File: config.mk
export PLATFORM = sky130hd
export DESIGN_NAME = uart_tx_scheduler
export DESIGN_NICKNAME = d
export VERILOG_FILES = /design/src/rtl/uart_tx_scheduler.sv
export SDC_FILE = /design/constraint.sdc
export NUM_CORES = 1
export LEC_CHECK = 0
export CORE_MARGIN = 1.5
export CORE_UTILIZATION = 50
export CTS_CLUSTER_DIAMETER = 80
export DETAILED_ROUTE_END_ITERATION = 8
export HOLD_SLACK_MARGIN = 0.06
export PLACE_DENSITY_LB_ADDON = 0.3
export SLEW_MARGIN = 20
export SYNTH_ARGS = -nofsm -noshare
export SYNTH_HDL_FRONTEND = slang
export SYNTH_SLANG_ARGS = --single-unit
File: constraint.sdc
create_clock -name clk_sis -period 5.95 [get_ports clk_sis]
set_input_delay 0.8925 -clock clk_sis [delete_from_list [all_inputs] [get_ports clk_sis]]
set_output_delay 0.8925 -clock clk_sis [all_outputs]
set_load 0.01 [all_outputs]
File: src/rtl/uart_tx_scheduler.sv
// rtl/uart_tx_scheduler.sv - round-robin scheduler sharing one UART tx line among byte requesters
// Framing: start, 8 data bits LSB first, optional even parity, stop.
module uart_tx_scheduler #(
  parameter int N_REQ        = 4,
  parameter int CLKS_PER_BIT = 16,
  parameter int PARITY_EN    = 1
) (
  input  logic                 clk_sis,
  input  logic                 rst,
  input  logic [N_REQ-1:0]     req_valid,
  input  logic [8*N_REQ-1:0]   req_data,
  output logic [N_REQ-1:0]     req_ready,
  output logic                 tx,
  output logic                 busy,
  output logic [1:0]           grant_id,
  output logic                 frame_done
);
  localparam int            BW        = $clog2(CLKS_PER_BIT);
  localparam logic [BW-1:0] BAUD_LAST = BW'(CLKS_PER_BIT - 1);
  localparam logic [BW-1:0] BAUD_PEN  = BW'(CLKS_PER_BIT - 2);
  localparam logic [1:0]    PTR_LAST  = 2'(N_REQ - 1);

  typedef enum logic [2:0] {IDLE, START, DATA, PARITY, STOP} state_t;

  state_t        state;
  logic [BW-1:0] baud;
  logic [2:0]    bit_cnt;
  logic [7:0]    shreg;
  logic          par;
  logic [1:0]    rr_ptr;

  logic [3:0]    valid_ext;
  logic [3:0]    ready_ext;
  logic [31:0]   data_ext;
  logic [1:0]    idx;
  logic [1:0]    winner;
  logic          found;
  logic [7:0]    win_byte;

  // Requester vectors are padded to four lanes so the search index is always 2 bits wide.
  always_comb begin
    valid_ext = '0;
    valid_ext[N_REQ-1:0] = req_valid;
    data_ext = '0;
    data_ext[8*N_REQ-1:0] = req_data;
    found  = 1'b0;
    winner = 2'd0;
    idx    = rr_ptr;
    for (int k = 0; k < N_REQ; k++) begin
      idx = (idx == PTR_LAST) ? 2'd0 : idx + 2'd1;
      if (!found && valid_ext[idx]) begin
        found  = 1'b1;
        winner = idx;
      end
    end
    win_byte  = data_ext[{winner, 3'b000} +: 8];
    ready_ext = (!rst && state == IDLE && found) ? (4'b0001 << winner) : 4'b0000;
    req_ready = ready_ext[N_REQ-1:0];
  end

  always_ff @(posedge clk_sis) begin
    if (rst) begin
      state      <= IDLE;
      baud       <= '0;
      bit_cnt    <= 3'd0;
      shreg      <= 8'd0;
      par        <= 1'b0;
      rr_ptr     <= PTR_LAST;
      tx         <= 1'b1;
      busy       <= 1'b0;
      grant_id   <= 2'd0;
      frame_done <= 1'b0;
    end else begin
      frame_done <= 1'b0;
      baud       <= baud + BW'(1);
      case (state)
        IDLE: begin
          baud <= '0;
          if (found) begin
            shreg    <= win_byte;
            par      <= ^win_byte;
            grant_id <= winner;
            rr_ptr   <= winner;
            tx       <= 1'b0;
            busy     <= 1'b1;
            state    <= START;
          end
        end
        START: begin
          if (baud == BAUD_LAST) begin
            baud    <= '0;
            bit_cnt <= 3'd0;
            tx      <= shreg[0];
            state   <= DATA;
          end
        end
        DATA: begin
          // Counter wraps per bit so non-power-of-two bit periods stay exact.
          if (baud == BAUD_LAST) begin
            baud <= '0;
            if (bit_cnt == 3'd7) begin
              if (PARITY_EN != 0) begin
                tx    <= par;
                state <= PARITY;
              end else begin
                tx    <= 1'b1;
                state <= STOP;
              end
            end else begin
              bit_cnt <= bit_cnt + 3'd1;
              tx      <= shreg[bit_cnt + 3'd1];
            end
          end
        end
        PARITY: begin
          if (baud == BAUD_LAST) begin
            baud  <= '0;
            tx    <= 1'b1;
            state <= STOP;
          end
        end
        STOP: begin
          // Raised one cycle early so the registered pulse lands in the last stop cycle.
          if (baud == BAUD_PEN) frame_done <= 1'b1;
          if (baud == BAUD_LAST) begin
            baud  <= '0;
            busy  <= 1'b0;
            state <= IDLE;
          end
        end
        default: state <= IDLE;
      endcase
    end
  end
endmodule

==> metrics.cfg, run 1 <==
[flow_run]
maxCapViolCount = 0

[yosys]
synth-main-ff-cell = dfxtp_1
syn_area_per_cell_um2 = 8.88
seq_area_frac_synth_pct = 28.9
synth_cells = 203
synth_nets = 246
ys_types = 38
yosys.area.top_type = dfxtp_1
synth_top_cell_area_share_pct = 28.9
yosys_warnings = 0
synth_edf_count = 0
synthTopCellsByArea = dfxtp_1 (29%), xnor2_1 (14%), mux2_2 (11%)
yosys_register_bits = 26
synth_area_um2 = 1800
synth_common_cells = xnor2_1 (28), dfxtp_1 (26), nand2_1 (24)
synth.most_common_cell = xnor2_1
synth-async-reset-ratio_pct = 0

[die]
die_area_um2 = 3980
die-width_um = 63.1
io_pins = 47
chipHeight_um = 63.1
start_util_pct = 53.2
rows = 21
core_area_um2 = 3390

[clock_tree]
clkTransAtPathRegs_ns = 0.13
clock_path_buffers = 2
post-cts-setup-buffers = 0
cts_tree = built
root_buffer = clkbuf_4
clkSinkCount = 26
htree_levels = 1
cts_hold_buf = 0
numCtsBuffers = 3
clock_latency_ns = 0.32
cts.repair.resized = 0

[outcome]
outcome = completed

[timing]
slew_headroom_pct = 46.1
fin_skew_ns = 0.00738
period_share_pct = 72.1
period_minus_slack_ns = 4.29
setup_tns_ns = 0
clock.fmax_mhz = 233
rsz0062_at_grt = no
tightestPinTransition_ns = 0.805
finalSetupViolCount = 0
timing.final.hold_violations = 0
final-max-slew-violation-count = 0

[grt]
grt_max_degree = 23
grt_overflow = 0
track_usage_pct = 20.9
use_met2_pct = 35.5
grt_util_met1_pct = 28.6
grt_util_met3_pct = 3.75
antenna_found_initial = 0
top_usage_layer = met2
grt_pass1_wl_mm = 6.73
grt_pass1_vias = 1496

[pwr]
ir_worst_vdd_mv = 0.165
leakagePower_nw = 0.861
power_density_nw_per_um2 = 200

[setup_path]
cp_data_arrival_time_ns = 3.40
crit_buf_inv = 3
cp-end-kind = primary output
ff2ff_setup_slack_ns = 3.49
cp_max_fo = 10
crit_top_cell = clkdlybuf4s50_1
worst_ep_required_time_ns = 5.06
slowest_delay_ns = 0.55
path_delay_family = buffers and inverters
worst-setup-path-type = in -> out
cpMaxStageDelayCell = clkdlybuf4s50_1
crit_chain = clkdlybuf4s50_1 > inv_1 > a22o_1 > a221oi_4 > nor3b_4 > nor2b_1 > clkdlybuf4s50_1
crit_path_start_kind = input pin

[cells_and_area]
multi_input_area_um2 = 1220
fillers = 276
areaGrowthSynthToFinish_pct = 28.2
final_core_util_pct = 68.2
regArea_um2 = 520
layout.nets = 288
diodes = 0
drive_above_1_share_pct = 12.3

[route]
ant_nets = 0
vias = 1566
vias_per_cell = 5.40
finalWirelength_mm = 3.87
routedWlPerCell_um = 13.4
drc = 0
initialDrtViolationCount = 101
dr.pass1.iters = 4

[place]
gp_congestion = 0.768
dp.final_hpwl_mm = 3.14
port-buffer-count = 46

[min_path]
hp-class = reg -> reg

==> worst register-to-register path: stages, from the launching register on <==
cell and delay (ns):
dfxtp_1 0.36, ha_1 0.39, a21oi_1 0.15, o21ai_0 0.15, a21oi_4 0.56, mux2_2 0.40, a22oi_1 0.25, nand2_1 0.10
==> stage by stage <==
| step | hold WS (ns) | worst slack (ns) | instance area (um2) | instances | total power, mW |
|---|---|---|---|---|---|
| 3_5_place_dp | 0.431 | 1.66 | 2270 | 286 | 0.376 |
| 2_1_floorplan | 0.410 | 2.83 | 1800 | 203 | 0.320 |
| 6_report | 0.446 | 1.66 | 2310 | 290 | 0.463 |
| 5_1_grt | 0.470 | 1.48 | 2310 | 290 | 0.495 |
| 3_3_place_gp | 0.426 | 1.73 | 2270 | 286 | 0.373 |
| 4_1_cts | 0.450 | 1.65 | 2300 | 290 | 0.465 |
==> cells by family after synthesis <==
family	share of synthesized area [%]
compound gates	16.0
xor+xnor	15.1
fa+ha+maj	3.47
buf+inv	3.96
flops	28.9
mux	14.8
simple gates	17.8
==> final cells by class <==
class | instances | share of cell area, %
clock buffer | 4 | 1.57
tap | 46 | 2.49
inverter | 4 | 0.649
multi-input combinational | 164 | 52.9
sequential | 26 | 22.5
timing repair buffer | 46 | 19.9
==> routing by layer <==
| metal | up-vias | part of all wire [%] |
|---|---|---|
| li1 | 803 | - |
| met4 | 0 | 0.44 |
| met3 | 2 | 4.2 |
| met2 | 46 | 49 |
| met5 | - | 0 |
| met1 | 715 | 46 |
==> power by group <==
group | switching, mW | internal (mW)
registers | 0.00895 | 0.189
logic | 0.0782 | 0.0968
clock network | 0.0522 | 0.0374
==> flip-flops by register name, summed over array words and instances (netlist names) <==
signal	cells
bit_cnt	3
shreg	8
baud	4
frame_done	1
rr_ptr	2
par	1
state	3
grant_id	2
tx	1
busy	1
==> layout by cell type (no fill, tap or decap), types with 5 or more instances in the layout <==
cell type	synthesis	routed
clkdlybuf4s50_1	0	46
xnor2_1	28	28
dfxtp_1	26	26
nand2_1	24	24
mux2_2	17	17
nor2_1	14	14
a22oi_1	11	11
a21oi_1	11	10
o21ai_0	10	10
ha_1	5	5
==> worst paths after layout <==
path | startpoint | endpoint | cells after the start
setup / recovery | req_valid[3] | req_ready[1] | 7
hold / removal | shreg[6]$_SDFFE_PP0P_ | shreg[6]$_SDFFE_PP0P_ | 2
setup reg to reg | rr_ptr[0]$_SDFFE_PP1P_ | shreg[1]$_SDFFE_PP0P_ | 7
hold reg to reg | shreg[6]$_SDFFE_PP0P_ | shreg[6]$_SDFFE_PP0P_ | 2
No activity file was read; power rests on OpenSTA's default activity.
==> inputs of run 2 (changes only) <==
CORE_UTILIZATION = 44   (was 50)
clock period = 3.5 ns   (was 5.95 ns; I/O delays follow)
==> run 2 against run 1 <==
  * Cell area is 2.0% higher
  * First-iteration DRC count shrank 50%
  * Flip-flop and latch count stayed put
  * Final cell count is 2.8% higher
  * Via count up 0.38%
  * Count of clock-buffer cells in the layout stayed put
  * Utilization is 8.8 points lower
  * Wire length fell by 0.72%
  * Worst hold slack got worse by 0.0064 ns
  * Combinational power grew 73%
  * Non-clock buffer count is 4 higher
  * Clock power up 110%
  * Critical path type unchanged
  * Largest power group unchanged
  * Highest routed layer unchanged
==> metrics.cfg, run 2 (synthesized netlist as in run 1, its figures left out) <==
[timing]
finalSetupViolCount = 0  ; unchanged
clock.fmax_mhz = 300
rsz0062_at_grt = no
period_minus_slack_ns = 3.34
tightestPinTransition_ns = 0.543  ; -0.262 ns
fin_skew_ns = 0.00657  ; -0.000803 ns
timing.final.hold_violations = 0  ; unchanged
slew_headroom_pct = 63.4  ; +17 points
period_share_pct = 95.4
whs_ns = 0.439  ; -0.00643 ns
setup_tns_ns = 0  ; unchanged
final-max-slew-violation-count = 0  ; unchanged

[setup_path]
rr_endpoint = shreg[7]$_SDFFE_PP0P_
ff2ff_setup_slack_ns = 1.17  ; -2.32 ns
worst-setup-path-type = in -> out
cp-end-kind = primary output
reg2reg_from = rr_ptr[0]$_SDFFE_PP1P_
cp_max_fo = 10  ; unchanged
worst_ep_required_time_ns = 2.97  ; -2.09 ns
r2r_cells = 8  ; +1
crit_path_start_kind = input pin
cp_data_arrival_time_ns = 2.81  ; -0.59 ns

[grt]
grt_pass1_vias = 1545  ; +3.3%
antenna_found_initial = 0  ; unchanged
top_usage_layer = met2
grt_pass1_wl_mm = 6.54  ; -2.9%
grt_util_met1_pct = 20.5  ; -8.1 points
track_usage_pct = 19.0  ; -1.9 points
use_met2_pct = 37.1  ; +1.6 points
grt_util_met3_pct = 4.73  ; +0.98 points
grt_max_degree = 19  ; -17%
grt_overflow = 0  ; unchanged

[cells_and_area]
instances_no_fill = 298  ; +2.8%
largest_register = shreg
fillers = 375  ; +36%
diodes = 0  ; unchanged
final_core_util_pct = 59.4  ; -8.8 points
areaGrowthSynthToFinish_pct = 30.8
layout.nets = 292  ; +1.4%
top_regs = shreg x8, baud x4
largest_reg_flops = 8  ; unchanged
layout_common_cells = clkdlybuf4s50_1 (46), xnor2_1 (28), dfxtp_1 (26)
regArea_um2 = 520  ; unchanged
mostFrequentLayoutCell = clkdlybuf4s50_1
drive_above_1_share_pct = 13.7  ; +1.4 points
multi_input_area_um2 = 1210  ; -0.61%

[pwr]
leakagePower_nw = 0.887  ; +3.0%
ir_worst_vdd_mv = 0.168  ; +1.6%
power_density_nw_per_um2 = 352  ; +76%

[clock_tree]
cts_hold_buf = 0  ; unchanged
clkTransAtPathRegs_ns = 0.08  ; -0.05 ns
numCtsBuffers = 3  ; unchanged
cts_tree = built
root_buffer = clkbuf_8
post-cts-setup-buffers = 0  ; unchanged
clock_latency_ns = 0.27  ; -0.05 ns
htree_levels = 1  ; unchanged
clock_path_buffers = 2  ; unchanged
clkSinkCount = 26  ; unchanged
cts.repair.resized = 0  ; unchanged

[route]
drc = 0  ; unchanged
vias = 1572  ; +0.38%
dr.pass1.iters = 4  ; unchanged
routedWlPerCell_um = 12.9  ; -3.4%
finalWirelength_mm = 3.85  ; -0.72%
vias_per_cell = 5.28  ; -2.3%
initialDrtViolationCount = 51  ; -50%
ant_nets = 0  ; unchanged

[die]
rows = 23  ; +9.5%
core_area_um2 = 3970  ; +17%
die-width_um = 67.0  ; +6.3%
io_pins = 47  ; unchanged
die_area_um2 = 4490  ; +13%
chipHeight_um = 67.0  ; +6.3%
start_util_pct = 45.4  ; -7.8 points

[outcome]
outcome = completed

[min_path]
hp-start = shreg[1]$_SDFFE_PP0P_
hold_end = shreg[1]$_SDFFE_PP0P_
hp-class = reg -> reg
holdPathStages = 2  ; unchanged

[flow_run]
maxCapViolCount = 0  ; unchanged

[place]
dp.final_hpwl_mm = 3.16  ; +0.83%
gp_congestion = 0.787  ; +2.6%
dp_cells = 294  ; +2.8%
port-buffer-count = 46  ; unchanged

run 2: cell types whose count changed in the layout (fill, tap and decap cells not counted):
cell	change
a21oi_2	+1
a21oi_4	-1
buf_4	+4
clkbuf_4	-3
clkbuf_8	+3
run 2: layout make-up:
cell class,count,area share [%]
multi-input cells,164,51.5
flip-flops and latches,26,22.1
repair buffers,50,20.8
well taps,50,2.65
clock buffers,4,2.33
inverters,4,0.637
run 2: per-layer routing:
metal / vias to the layer above / wire length (um)
li1: 803 / -
met1: 732 / 1650
met2: 33 / 2010
met3: 4 / 162
met4: 0 / 21
met5: - / 0
run 2: metrics by stage:
stage	instance area (um2)	total power, mW	setup slack (ns)
2_1_floorplan	1800	0.543	1.03
3_3_place_gp	2300	0.644	0.197
3_5_place_dp	2300	0.648	0.167
4_1_cts	2360	0.838	0.157
5_1_grt	2360	0.878	0.0178
6_report	2360	0.829	0.161
run 2: worst max-delay path, stage by stage:
cell and delay, ns:
clkdlybuf4s50_1 0.55, nor4_1 0.12, or3_1 0.47, nor3b_4 0.43, nor2b_1 0.18, clkdlybuf4s50_1 0.54
run 2: power by group:
part           internal [mW]  switching (mW)
sequential             0.322          0.0157
combinational          0.171           0.132
clock                  0.101          0.0884
total                  0.593           0.236
run 2: worst max-delay path by stage:
stage	end	depth (start not counted)	start
after floorplan	req_ready[1]	6	rr_ptr[0]$_SDFFE_PP1P_
after global placement	req_ready[1]	7	req_valid[3]
after detailed placement	req_ready[1]	6	req_valid[1]
after CTS	req_ready[1]	6	req_valid[1]
after global routing	req_ready[3]	7	req_valid[3]
final	req_ready[1]	6	req_valid[1]
==> inputs of run 3 (changes only) <==
ABC_CLOCK_PERIOD_IN_PS = 3500   (was default)
==> results of run 3 <==
Same layout as run 2: the final DEF is identical, and so are final timing and power.
